## src/rtl/jk_bank_ctrl.sv

```systemverilog
// Arbitrated command controller for a W-bit JK register bank.
// Two requesters issue masked HOLD/CLEAR/SET/TOGGLE commands via REQ/ACK.

package jk_bank_ctrl_pkg;
  localparam int unsigned OP_W = 2;

  typedef enum logic [OP_W-1:0] {
    OP_HOLD   = 2'b00,
    OP_CLEAR  = 2'b01,
    OP_SET    = 2'b10,
    OP_TOGGLE = 2'b11
  } op_e;

  typedef enum logic [1:0] {
    ST_IDLE  = 2'b00,
    ST_APPLY = 2'b01,
    ST_RESP  = 2'b10
  } state_e;
endpackage

module jk_bank_ctrl
  import jk_bank_ctrl_pkg::*;
#(
  parameter int unsigned   W    = 8,
  parameter logic [W-1:0]  INIT = '0
) (
  input  logic            CLK,
  input  logic            R,
  input  logic            EN,
  input  logic            REQ_A,
  input  logic [OP_W-1:0] OP_A,
  input  logic [W-1:0]    MASK_A,
  output logic            ACK_A,
  input  logic            REQ_B,
  input  logic [OP_W-1:0] OP_B,
  input  logic [W-1:0]    MASK_B,
  output logic            ACK_B,
  output logic [W-1:0]    Q,
  output logic            BUSY,
  output logic            GNT_ID
);

  state_e          state_q, state_d;
  logic [OP_W-1:0] op_q, op_d;
  logic [W-1:0]    mask_q, mask_d;
  logic [W-1:0]    q_q, q_d;
  logic            gnt_q, gnt_d;
  logic            last_q, last_d;
  logic            ack_a_q, ack_a_d;
  logic            ack_b_q, ack_b_d;

  logic            win_b;
  logic            j_bit, k_bit;
  logic [W-1:0]    j_vec, k_vec;
  logic [W-1:0]    bank_next;

  // Round robin: with both requesting, the one that did not go last wins.
  assign win_b = REQ_B & (~REQ_A | ~last_q);

  // Opcode to shared J/K drive for the latched command.
  always_comb begin
    j_bit = 1'b0;
    k_bit = 1'b0;
    case (op_e'(op_q))
      OP_CLEAR:  k_bit = 1'b1;
      OP_SET:    j_bit = 1'b1;
      OP_TOGGLE: begin
        j_bit = 1'b1;
        k_bit = 1'b1;
      end
      default: begin
        j_bit = 1'b0;
        k_bit = 1'b0;
      end
    endcase
  end

  // Mask acts as per-bit CE: unmasked bits see J=K=0 and hold.
  assign j_vec     = {W{j_bit}} & mask_q;
  assign k_vec     = {W{k_bit}} & mask_q;
  assign bank_next = (j_vec & ~q_q) | (~k_vec & q_q);

  always_ff @(posedge CLK or posedge R) begin
    if (R) begin
      state_q <= ST_IDLE;
      op_q    <= '0;
      mask_q  <= '0;
      q_q     <= INIT;
      gnt_q   <= 1'b0;
      last_q  <= 1'b1;
      ack_a_q <= 1'b0;
      ack_b_q <= 1'b0;
    end else begin
      state_q <= state_d;
      op_q    <= op_d;
      mask_q  <= mask_d;
      q_q     <= q_d;
      gnt_q   <= gnt_d;
      last_q  <= last_d;
      ack_a_q <= ack_a_d;
      ack_b_q <= ack_b_d;
    end
  end

  // Sequencing: IDLE grants and latches, APPLY writes bank and acks, RESP retires.
  always_comb begin
    state_d = state_q;
    op_d    = op_q;
    mask_d  = mask_q;
    q_d     = q_q;
    gnt_d   = gnt_q;
    last_d  = last_q;
    ack_a_d = ack_a_q;
    ack_b_d = ack_b_q;
    if (EN) begin
      case (state_q)
        ST_IDLE: begin
          if (REQ_A || REQ_B) begin
            gnt_d   = win_b;
            op_d    = win_b ? OP_B : OP_A;
            mask_d  = win_b ? MASK_B : MASK_A;
            state_d = ST_APPLY;
          end
        end
        ST_APPLY: begin
          q_d     = bank_next;
          ack_a_d = ~gnt_q;
          ack_b_d = gnt_q;
          state_d = ST_RESP;
        end
        ST_RESP: begin
          ack_a_d = 1'b0;
          ack_b_d = 1'b0;
          last_d  = gnt_q;
          state_d = ST_IDLE;
        end
        default: state_d = ST_IDLE;
      endcase
    end
  end

  assign Q      = q_q;
  assign ACK_A  = ack_a_q;
  assign ACK_B  = ack_b_q;
  assign GNT_ID = gnt_q;
  assign BUSY   = (state_q != ST_IDLE);

endmodule

```

## config.mk

```make
export PLATFORM = sky130hd
export DESIGN_NAME = jk_bank_ctrl
export DESIGN_NICKNAME = d
export VERILOG_FILES = /design/src/rtl/jk_bank_ctrl.sv
export SDC_FILE = /design/constraint.sdc
export NUM_CORES = 1
export LEC_CHECK = 0
export ABC_CLOCK_PERIOD_IN_PS = 1500
export CORE_MARGIN = 2
export CORE_UTILIZATION = 41
export DETAILED_ROUTE_END_ITERATION = 8
export GPL_ROUTABILITY_DRIVEN = 0
export MAX_ROUTING_LAYER = met4
export PLACE_DENSITY = 0.75
export SYNTH_ARGS = -nofsm -noshare
export SYNTH_HDL_FRONTEND = slang
export SYNTH_SLANG_ARGS = --single-unit
```

## constraint.sdc

```tcl
create_clock -name CLK -period 1.5 [get_ports CLK]
set_clock_uncertainty 0.15 [all_clocks]
set_input_delay 0.375 -clock CLK [delete_from_list [all_inputs] [get_ports CLK]]
set_output_delay 0.375 -clock CLK [all_outputs]
set_load 0.01 [all_outputs]
```

==> impl_metrics.py <==
metrics = {
    "route": {
        "ant_nets": 0,
        "dr.pass1.iters": 4,
        "routedWlPerCell_um": 17.2,
        "drc": 0,
        "drt-vias-per-instance": 5.62,
        "drt-total-wl_mm": 3.58,
        "dr_total_vias": 1168,
        "drt-initial-drc-count": 29,
    },
    "yosys": {
        "netlist_instances": 114,
        "synth.distinct_cells": 23,
        "ys_top_cells_by_area": "dfrtp_1 50%, a31oi_1 9.7%, nand2_1 7.8%",
        "synth.largest_area_cell": "dfrtp_1",
        "yosysMostFrequentCell": "nand2_1",
        "synth_top_area_share_pct": 49.5,
        "synth_edf_count": 0,
        "synth_commonest_cells": "24 x nand2_1, 23 x dfrtp_1, 18 x a31oi_1, 11 x nor2_1, 7 x a41oi_1",
        "synth.avg_cell_area_um2": 10.2,
        "syn_area_um2": 1160,
        "yosysWarnings": 0,
        "synth_top_flop_cell": "dfrtp_1",
        "syn_nets": 144,
        "ys_seq_elements": 24,
        "seq_area_frac_synth_pct": 51.8,
        "async_flop_share_pct": 100,
    },
    "job": {
        "drv_cap": 0,
    },
    "worst_hold_path": {
        "hp-class": "input port to asynchronous set/reset pin",
    },
    "floorplanning": {
        "rows": 19,
        "die_w_um": 57.2,
        "pin_count": 37,
        "die_area_um2": 3280,
        "start_util_pct": 42.5,
        "fp.dieH_um": 57.2,
        "core_um2": 2730,
    },
    "placed_design": {
        "placed_area_um2": 1650,
        "hpwl_mm": 2.06,
        "io_buffers": 36,
    },
    "clocking": {
        "insertion_delay_ps": 310,
        "cts_buffer_depth": 2,
        "numCtsBuffers": 3,
        "clk_transition_reported_paths_ps": 140,
        "htree_levels": 1,
        "cts_tree": "yes",
        "numClockSinks": 24,
        "cts-root-buf": "clkbuf_4",
    },
    "sta": {
        "slew_headroom_pct": 62.8,
        "fin_ws_ps": -135,
        "setup_viol": 18,
        "setup_tns_ps": -786,
        "worst_slew_pin_slew_ps": 558,
        "fin_crit_ps": 1630,
        "finalCritPeriodShare_pct": 109,
        "rsz0062_at_grt": "yes",
        "fmax_mhz": 612,
        "finalHoldViolCount": 0,
        "slew_viol_final": 0,
        "hold_slack_ps": 79.7,
    },
    "power": {
        "p_total_mw": 3.85,
        "power_density_nw_per_um2": 2000,
        "vdd_drop_max_v": 0.00136,
        "power_leakage_nw": 0.842,
    },
    "final_layout": {
        "drive_gt1_share_pct": 40.7,
        "antennaDiodeCount": 0,
        "fin_nets": 208,
        "syn_to_final_growth_pct": 65.6,
        "final_util_pct": 70.4,
        "final_area_um2": 1920,
        "fillCellCount": 209,
    },
    "status": {
        "status": "finished with violations",
        "violations": "negative setup slack",
    },
    "setup_path": {
        "cp-start-kind": "flip-flop",
        "crit_start": "state_q[0]$_DFFE_PP0P_",
        "path_class": "flip-flop to output pin",
        "cp_data_arrival_time_ps": 1110,
        "endpoint_kind": "output pin",
        "required_ps": 970,
        "r2r_start": "state_q[0]$_DFFE_PP0P_",
        "crit_fanout": 2,
    },
    "global_route": {
        "grt_pass1_wl_mm": 5.33,
        "antenna_found_initial": 0,
        "grt_start_max_net_pins": 15,
        "grt_pass1_vias": 1163,
        "grt-ovfl-total": 0,
        "track_usage_pct": 21.6,
    },
}
[timing repair]
action,4_1_cts,5_1_grt
setup buffers,11,7
setup endpoints to repair,28,35
hold buffers,0,0
gates resized for setup,39,26
cloned,2,0
pin swaps,2,5
[report_power, final]
part           switching, mW  internal (mW)  leakage (nW)
Clock                  0.198          0.270        0.0279
Sequential             0.363          0.977         0.274
Combinational          0.912           1.13         0.540
Total                   1.47           2.38         0.842
[through the flow]
| stage | cells | setup slack, ps |
|---|---|---|
| floorplan | 114 | -5.65 |
| global placement | 186 | -296 |
| detailed placement | 186 | -354 |
| CTS | 202 | -143 |
| global route | 208 | -185 |
| finish | 208 | -135 |
[routing by layer]
layer | GRT usage [%] | vias up | share of wire [%]
li1 | - | 532 | -
met1 | 26.2 | 586 | 38
met2 | 38.6 | 44 | 56
met3 | 3.17 | 6 | 4.6
met4 | 3.99 | 0 | 1.7
met5 | - | - | 0
[area by class of cell]
class | instances | area [µm²] | share of cell area [%]
Clock buffer | 3 | 22.5 | 1.17
Clock inverter | 1 | 30.0 | 1.56
Inverter | 4 | 17.5 | 0.910
Multi-Input combinational cell | 79 | 671 | 34.9
Sequential cell | 24 | 602 | 31.3
Tap cell | 31 | 38.8 | 2.02
Timing Repair Buffer | 66 | 543 | 28.2
[path summary, 6_finish.rpt]
| check | slack, ps | cells past startpoint | end |
|---|---|---|---|
| setup / recovery | -130 | 4 | BUSY |
| hold / removal | 80 | 2 | ACK_B$_DFFE_PP0P_ |
| setup reg to reg | -120 | 6 | state_q[0]$_DFFE_PP0P_ |
| hold reg to reg | 390 | 2 | ACK_B$_DFFE_PP0P_ |
| max in group asynchronous | 740 | 3 | GNT_ID$_DFFE_PP0P_ |
| min in group CLK | 390 | 2 | ACK_B$_DFFE_PP0P_ |
[cell usage in the layout (no fill, tap or decap), drive strengths merged, types with 2 or more instances in the layout]
cell	count
nor2	11
and2	2
dfrtp	23
mux2	4
clkbuf	13
buf	31
ha	5
clkdlybuf4s50	22
a31oi	18
inv	4
o31ai	2
a41oi	7
nand2	24
[flip-flops by register name, summed over array words and instances, names as in the netlist]
| register | flops |
|---|---|
| ACK_A | 1 |
| ACK_B | 1 |
| GNT_ID | 1 |
| Q | 8 |
| last_q | 1 |
| mask_q | 8 |
| op_q | 2 |
| state_q | 2 |
[logic make-up after synthesis]
logic type / Yosys count / synth area share, %
AOI/OAI and AO/OA: 31 / 19.1
adders and majority gates: 5 / 5.38
buffers and inverters: 12 / 6.67
DFF: 24 / 51.8
muxes: 4 / 3.87
and+or+nand+nor: 38 / 13.2
[worst max-delay path: stages (launching register included)]
cell	delay [ps]
dfrtp_1	420
inv_2	90
ha_4	150
inv_4	30
buf_6	110
(Power assumes the default switching activity.)
